==> config.mk <==
export PLATFORM = sky130hd
export DESIGN_NAME = baud_gen_frac
export DESIGN_NICKNAME = d
export VERILOG_FILES = /design/src/rtl/baud_gen_frac.sv
export SDC_FILE = /design/constraint.sdc
export NUM_CORES = 1
export LEC_CHECK = 0
export BUFFER_PORTS_ARGS = -buffer_cell sky130_fd_sc_hd__buf_2
export CORE_MARGIN = 2
export CORE_UTILIZATION = 60
export DETAILED_ROUTE_END_ITERATION = 8
export PLACE_DENSITY_LB_ADDON = 0.15
export SYNTH_ARGS = -nofsm -noshare
export SYNTH_HDL_FRONTEND = slang
export SYNTH_SLANG_ARGS = --single-unit
==> constraint.sdc <==
create_clock -name i_clk -period 3.7 [get_ports i_clk]
set_clock_uncertainty 0.1 [all_clocks]
set_input_delay 0.185 -clock i_clk [delete_from_list [all_inputs] [get_ports i_clk]]
set_output_delay 0.185 -clock i_clk [all_outputs]
set_load 0.1 [all_outputs]
==> src/rtl/baud_gen_frac.sv <==
// Fractional baud-rate generator: emits an oversample tick every
// div_int + div_frac/2^FRAC_W cycles on average and a bit tick every
// OVERSAMPLE-th oversample tick. Divisor updates go through a shadow
// register and take effect on a period boundary.
module baud_gen_frac #(
  parameter int unsigned CNT_W        = 16,
  parameter int unsigned FRAC_W       = 4,
  parameter int unsigned OVERSAMPLE   = 16,
  parameter int unsigned DEFAULT_INT  = 325,
  parameter int unsigned DEFAULT_FRAC = 8
) (
  input  logic              i_clk,
  input  logic              i_reset,
  input  logic              i_en,
  input  logic              i_div_wr,
  input  logic [CNT_W-1:0]  i_div_int,
  input  logic [FRAC_W-1:0] i_div_frac,
  output logic              o_tick,
  output logic              o_bit_tick,
  output logic              o_div_pending
);

  localparam int unsigned SUB_W = (OVERSAMPLE > 2) ? $clog2(OVERSAMPLE) : 1;
  localparam logic [CNT_W-1:0]  DEF_INT  = (DEFAULT_INT < 2) ? CNT_W'(2) : CNT_W'(DEFAULT_INT);
  localparam logic [FRAC_W-1:0] DEF_FRAC = FRAC_W'(DEFAULT_FRAC);
  localparam logic [SUB_W-1:0]  SUB_LAST = SUB_W'(OVERSAMPLE - 1);

  // Integer divisors below 2 cannot produce a one-cycle pulse train.
  function automatic logic [CNT_W-1:0] clamp_int(input logic [CNT_W-1:0] v);
    return (v < CNT_W'(2)) ? CNT_W'(2) : v;
  endfunction

  logic [CNT_W-1:0]  div_int_q,  div_int_d;
  logic [FRAC_W-1:0] div_frac_q, div_frac_d;
  logic [CNT_W-1:0]  sh_int_q,   sh_int_d;
  logic [FRAC_W-1:0] sh_frac_q,  sh_frac_d;
  logic              pend_q,     pend_d;
  logic [CNT_W-1:0]  cnt_q,      cnt_d;
  logic [FRAC_W-1:0] acc_q,      acc_d;
  logic              extra_q,    extra_d;
  logic [SUB_W-1:0]  sub_q,      sub_d;
  logic              tick_q,     tick_d;
  logic              bit_q,      bit_d;

  logic [CNT_W-1:0]  lim;
  logic              wrap;
  logic [FRAC_W:0]   frac_sum;
  logic              apply;

  // Period limit stretches by one cycle whenever the phase accumulator carried.
  always_comb begin
    lim      = div_int_q - CNT_W'(1) + {{(CNT_W-1){1'b0}}, extra_q};
    wrap     = (cnt_q == lim);
    frac_sum = {1'b0, acc_q} + {1'b0, div_frac_q};
  end

  // Next-state: counting, fractional phase, sub-tick, shadow capture/apply.
  always_comb begin
    div_int_d  = div_int_q;
    div_frac_d = div_frac_q;
    sh_int_d   = sh_int_q;
    sh_frac_d  = sh_frac_q;
    pend_d     = pend_q;
    cnt_d      = cnt_q;
    acc_d      = acc_q;
    extra_d    = extra_q;
    sub_d      = sub_q;
    tick_d     = 1'b0;
    bit_d      = 1'b0;
    apply      = 1'b0;

    if (i_en) begin
      if (wrap) begin
        cnt_d   = '0;
        tick_d  = 1'b1;
        acc_d   = frac_sum[FRAC_W-1:0];
        extra_d = frac_sum[FRAC_W];
        bit_d   = (sub_q == SUB_LAST);
        sub_d   = (sub_q == SUB_LAST) ? '0 : sub_q + SUB_W'(1);
        apply   = pend_q;
      end else begin
        cnt_d = cnt_q + CNT_W'(1);
      end
    end else begin
      cnt_d   = '0;
      acc_d   = '0;
      extra_d = 1'b0;
      sub_d   = '0;
      apply   = pend_q;
    end

    // A new divisor restarts the fractional phase so its first period is exact.
    if (apply) begin
      div_int_d  = sh_int_q;
      div_frac_d = sh_frac_q;
      acc_d      = '0;
      extra_d    = 1'b0;
      pend_d     = 1'b0;
    end

    // A write in the same cycle as an apply is kept for the next boundary.
    if (i_div_wr) begin
      sh_int_d  = clamp_int(i_div_int);
      sh_frac_d = i_div_frac;
      pend_d    = 1'b1;
    end
  end

  // State registers with asynchronous reset to the default divisor.
  always_ff @(posedge i_clk or posedge i_reset) begin
    if (i_reset) begin
      div_int_q  <= DEF_INT;
      div_frac_q <= DEF_FRAC;
      sh_int_q   <= DEF_INT;
      sh_frac_q  <= DEF_FRAC;
      pend_q     <= 1'b0;
      cnt_q      <= '0;
      acc_q      <= '0;
      extra_q    <= 1'b0;
      sub_q      <= '0;
      tick_q     <= 1'b0;
      bit_q      <= 1'b0;
    end else begin
      div_int_q  <= div_int_d;
      div_frac_q <= div_frac_d;
      sh_int_q   <= sh_int_d;
      sh_frac_q  <= sh_frac_d;
      pend_q     <= pend_d;
      cnt_q      <= cnt_d;
      acc_q      <= acc_d;
      extra_q    <= extra_d;
      sub_q      <= sub_d;
      tick_q     <= tick_d;
      bit_q      <= bit_d;
    end
  end

  assign o_tick        = tick_q;
  assign o_bit_tick    = bit_q;
  assign o_div_pending = pend_q;

endmodule

==> results by group <==
Floorplan
  – Die height: 89.0 um
  – Initial core utilization: 62.8%
  – Full die area: 7930 um^2
  – Cell row count: 30
  – Standard cell core area: 6910 um^2
  – Horizontal extent of the die: 89.0 um
  – I/O pin count: 27

Layout
  – Number of nets in the layout: 533
  – Post-layout instance area: 4880 um^2
  – Leading cell type in the layout, fill and taps excluded: sky130_fd_sc_hd__dfrtp_1
  – Area used by multi-input combinational logic: 2390 um^2
  – Filler Cell Count: 546
  – Number of antenna cells inserted: 0
  – Area growth from synthesis to final layout: 12.5%
  – Sequential cell area: 1710 um^2
  – Top library cells by usage in the layout, fill and taps aside: 58 x sky130_fd_sc_hd__dfrtp_1, 48 x sky130_fd_sc_hd__nand2_1, 35 x sky130_fd_sc_hd__nand3_1
  – Ratio of cells with drive above 1 in the final layout: 19.2%
  – Cell Count, Final, Fillers Out: 601

Place
  – Cell Area, Placed: 4470 um^2
  – Routability cong.: 0.921
  – IO buf count: 26
  – Placed Cells: 564
  – Post-detail-place hpwl: 6760 um

Power
  – Cell Pwr Density: 368 nW/um^2
  – Max rail drop VDD: 0.256 mV
  – Standby leakage power: 1.98 nW

Routing
  – Number of remaining DRC errors: 0
  – Post-detailed-route wirelength per cell: 17.4 um
  – Remaining antenna violation count after routing: 0
  – Drt via density: 6.19
  – Starting DRT DRC Count: 278
  – Vias: 3722
  – Detailed-route wire length: 10500 um
  – Router iterations before antenna repair: 5

Timing
  – Count of endpoints failing hold in the final timing report: 0
  – Setup Total Neg Slack: 0 ps
  – RSZ-0062 raised after global routing: no
  – Post-Route Hold Slack: 238 ps
  – Max-slew violation count: 0
  – Top achievable clock speed: 0.290 GHz
  – Worst slew pin tran: 763 ps
  – Slew HR: 49.1%
  – Min cycle time layout: 3450 ps
  – Fraction of the cycle the final worst path needs: 93.3%
  – Finish-stage setup viols: 0

Critical path
  – Worst Path Required: 3830 ps
  – Depth of the worst register-to-register path: 9
  – Path type of the worst setup path: reg2reg
  – Startpoint Class: flop
  – Arrival time of the worst setup path: 3580 ps
  – Minimum setup slack among reg-to-reg paths: 250 ps
  – Critical R2R Capture: o_div_pending
  – Kind of capture point of the worst setup path: flop
  – R2r startpoint: div_int_q[0]
  – Highest fanout seen on the critical path: 10

Synthesis
  – Share of the synthesized netlist area taken by xor and xnor gates: 7.67%
  – Netlist area before placement: 4340 um^2
  – Ys async rst share: 100%
  – Post-Synth Adder-Cell Area: 2.77%
  – Nets in the synthesized netlist: 507
  – Number of flops mapped to enable cells by yosys: 0
  – Synthesized instance count: 474
  – Number of distinct library cell variants in the gate-level netlist after synthesis: 55
  – Sequential element share of the synthesized area: 39.5%
  – Most instantiated flip-flop cell in the synthesis netlist: sky130_fd_sc_hd__dfrtp_1
  – Share of cell area taken by muxes after synthesis: 6.75%
  – Compound-Gate Fraction of Synth Area: 14.0%
  – Combinational family with the most area after synthesis: simple AND/OR/NAND/NOR gates
  – Post-synthesis share of cell area spent on and, or, nand and nor gates: 24.0%
  – Synthesized area per cell: 9.15 um^2
  – Count of yosys warnings during synthesis: 0
  – Synthesized flop and latch total: 68

Worst hold path
  – Number of cells on the worst hold path: 3
  – HP Class: in2reg
  – Hold wc startpoint: i_div_wr
  – Hold endpoint: sh_int_q[0]

GRT
  – Grt ovf: 0
  – Wire length of the first global-routing pass: 18000 um
  – Overall global routing resource usage: 29.4%
  – Number of antenna violations at the first check in global routing: 0
  – Vias in the first global route: 3624
  – Pin count of the biggest net entering global routing: 60

Clocking
  – Root buffer cell: sky130_fd_sc_hd__clkbuf_8
  – Number of buffers added for setup after CTS: 0
  – Total CTS buffers: 9
  – Clock transition time at the flip-flop clock pins of the worst setup and hold paths: 70 ps
  – H-tree levels: 3
  – Maximum buffer depth of the clock tree: 2
  – Clock tree from TritonCTS: yes
  – CTS Sinks: 68
  – Clock insertion delay at the later pin of the skew report: 350 ps

Flow run
  – Max capacitance violation total: 0

Outcome
  – Run status: complete, no violations
## worst max-delay path by stage
stage | slack, ps | end | from | cells after the start
floorplan | 510 | o_div_pending | div_int_q[0] | 11
detailed placement | 250 | sub_q[3] | div_int_q[0] | 9
global placement | 320 | o_div_pending | div_int_q[0] | 9
CTS | 260 | o_div_pending | div_int_q[0] | 9
global route | 90 | o_div_pending | div_int_q[0] | 9
finish | 250 | o_div_pending | div_int_q[0] | 9
## layout make-up
class	count	area share [%]
repair buffers	56	8.36
inverters	13	1.00
clock inverters	4	1.00
multi-input cells	352	49.1
clock buffers	12	2.98
flip-flops and latches	68	35.1
well taps	96	2.46
## metrics by stage
| step | power (mW) | util (%) | setup WS, ps |
|---|---|---|---|
| after floorplan | 1.10 | - | 511 |
| after global placement | 1.16 | 64.8 | 319 |
| after detailed placement | 1.18 | 64.8 | 251 |
| after CTS | 1.80 | 70.6 | 264 |
| after global routing | 1.89 | 70.6 | 94.2 |
| final | 1.80 | 70.6 | 248 |
## Yosys cell counts (all sizes together), types with 2 or more instances
| cell | count | area share (%) |
|---|---|---|
| dfrtp | 58 | 33 |
| nand2 | 48 | 4.2 |
| nand3 | 35 | 4.0 |
| clkbuf | 33 | 2.9 |
| nor2 | 25 | 2.2 |
| or4 | 25 | 4.4 |
| o211ai | 21 | 3.6 |
| xnor2 | 21 | 4.2 |
| a31oi | 20 | 2.9 |
| mux2 | 18 | 4.7 |
| xor2 | 17 | 3.4 |
| nor2b | 16 | 2.3 |
| a31o | 14 | 2.8 |
| o21ai | 14 | 1.6 |
| inv | 12 | 1.0 |
| dfstp | 10 | 6.1 |
| mux2i | 9 | 2.1 |
| nor4 | 9 | 1.3 |
| buf | 8 | 1.3 |
| ha | 8 | 2.3 |
| and3 | 7 | 1.0 |
| nor3 | 5 | 0.69 |
| or3 | 5 | 0.84 |
| a21oi | 3 | 0.35 |
| nand2b | 3 | 0.43 |
| nand3b | 3 | 0.52 |
| nor3b | 3 | 0.52 |
| and2 | 2 | 0.29 |
| nand4 | 2 | 0.29 |
| o22ai | 2 | 0.29 |
| o31ai | 2 | 0.46 |
## flip-flops by register name, summed over array words and instances, names as in the netlist
| register | cells |
|---|---|
| cnt_q | 16 |
| div_int_q | 16 |
| sh_int_q | 16 |
| acc_q | 4 |
| div_frac_q | 4 |
| sh_frac_q | 4 |
| sub_q | 4 |
| extra_q | 1 |
| o_bit_tick | 1 |
| o_div_pending | 1 |
| o_tick | 1 |
## timing repair
action,4_1_cts,5_1_grt
gates resized for setup,0,0
hold endpoints to repair,44,0
hold buffers,21,0
## report_power, final
part	leakage, nW	switching (mW)	internal, mW
clock network	0.100	0.279	0.329
registers	0.819	0.0871	0.806
logic	1.06	0.145	0.149
total	1.98	0.511	1.28
## cells by family after synthesis
group           count (synthesis)
flops                          68
xor+xnor                       38
buf+inv                        54
simple gates                  193
mux                            27
compound gates                 85
fa+ha+maj                       9
## routing by layer
metal,global-route usage [%],vias up,routed length (um)
li1,-,1784,-
met1,42.9,1806,4770
met2,44.6,118,4990
met3,6.46,14,540
met4,8.28,0,143
met5,0,-,0
## worst max-delay path, cell delays in order (launching register included)
cell and delay [ps]:
sky130_fd_sc_hd__dfstp_2 370, sky130_fd_sc_hd__inv_1 70, sky130_fd_sc_hd__ha_1 190, sky130_fd_sc_hd__ha_1 230, sky130_fd_sc_hd__or3b_1 440, sky130_fd_sc_hd__or3_4 380, sky130_fd_sc_hd__o21a_1 120, sky130_fd_sc_hd__or4_4 520
sky130_fd_sc_hd__or3_1 600, sky130_fd_sc_hd__a31o_1 330
Note: power is estimated with default switching activity, not from simulation.
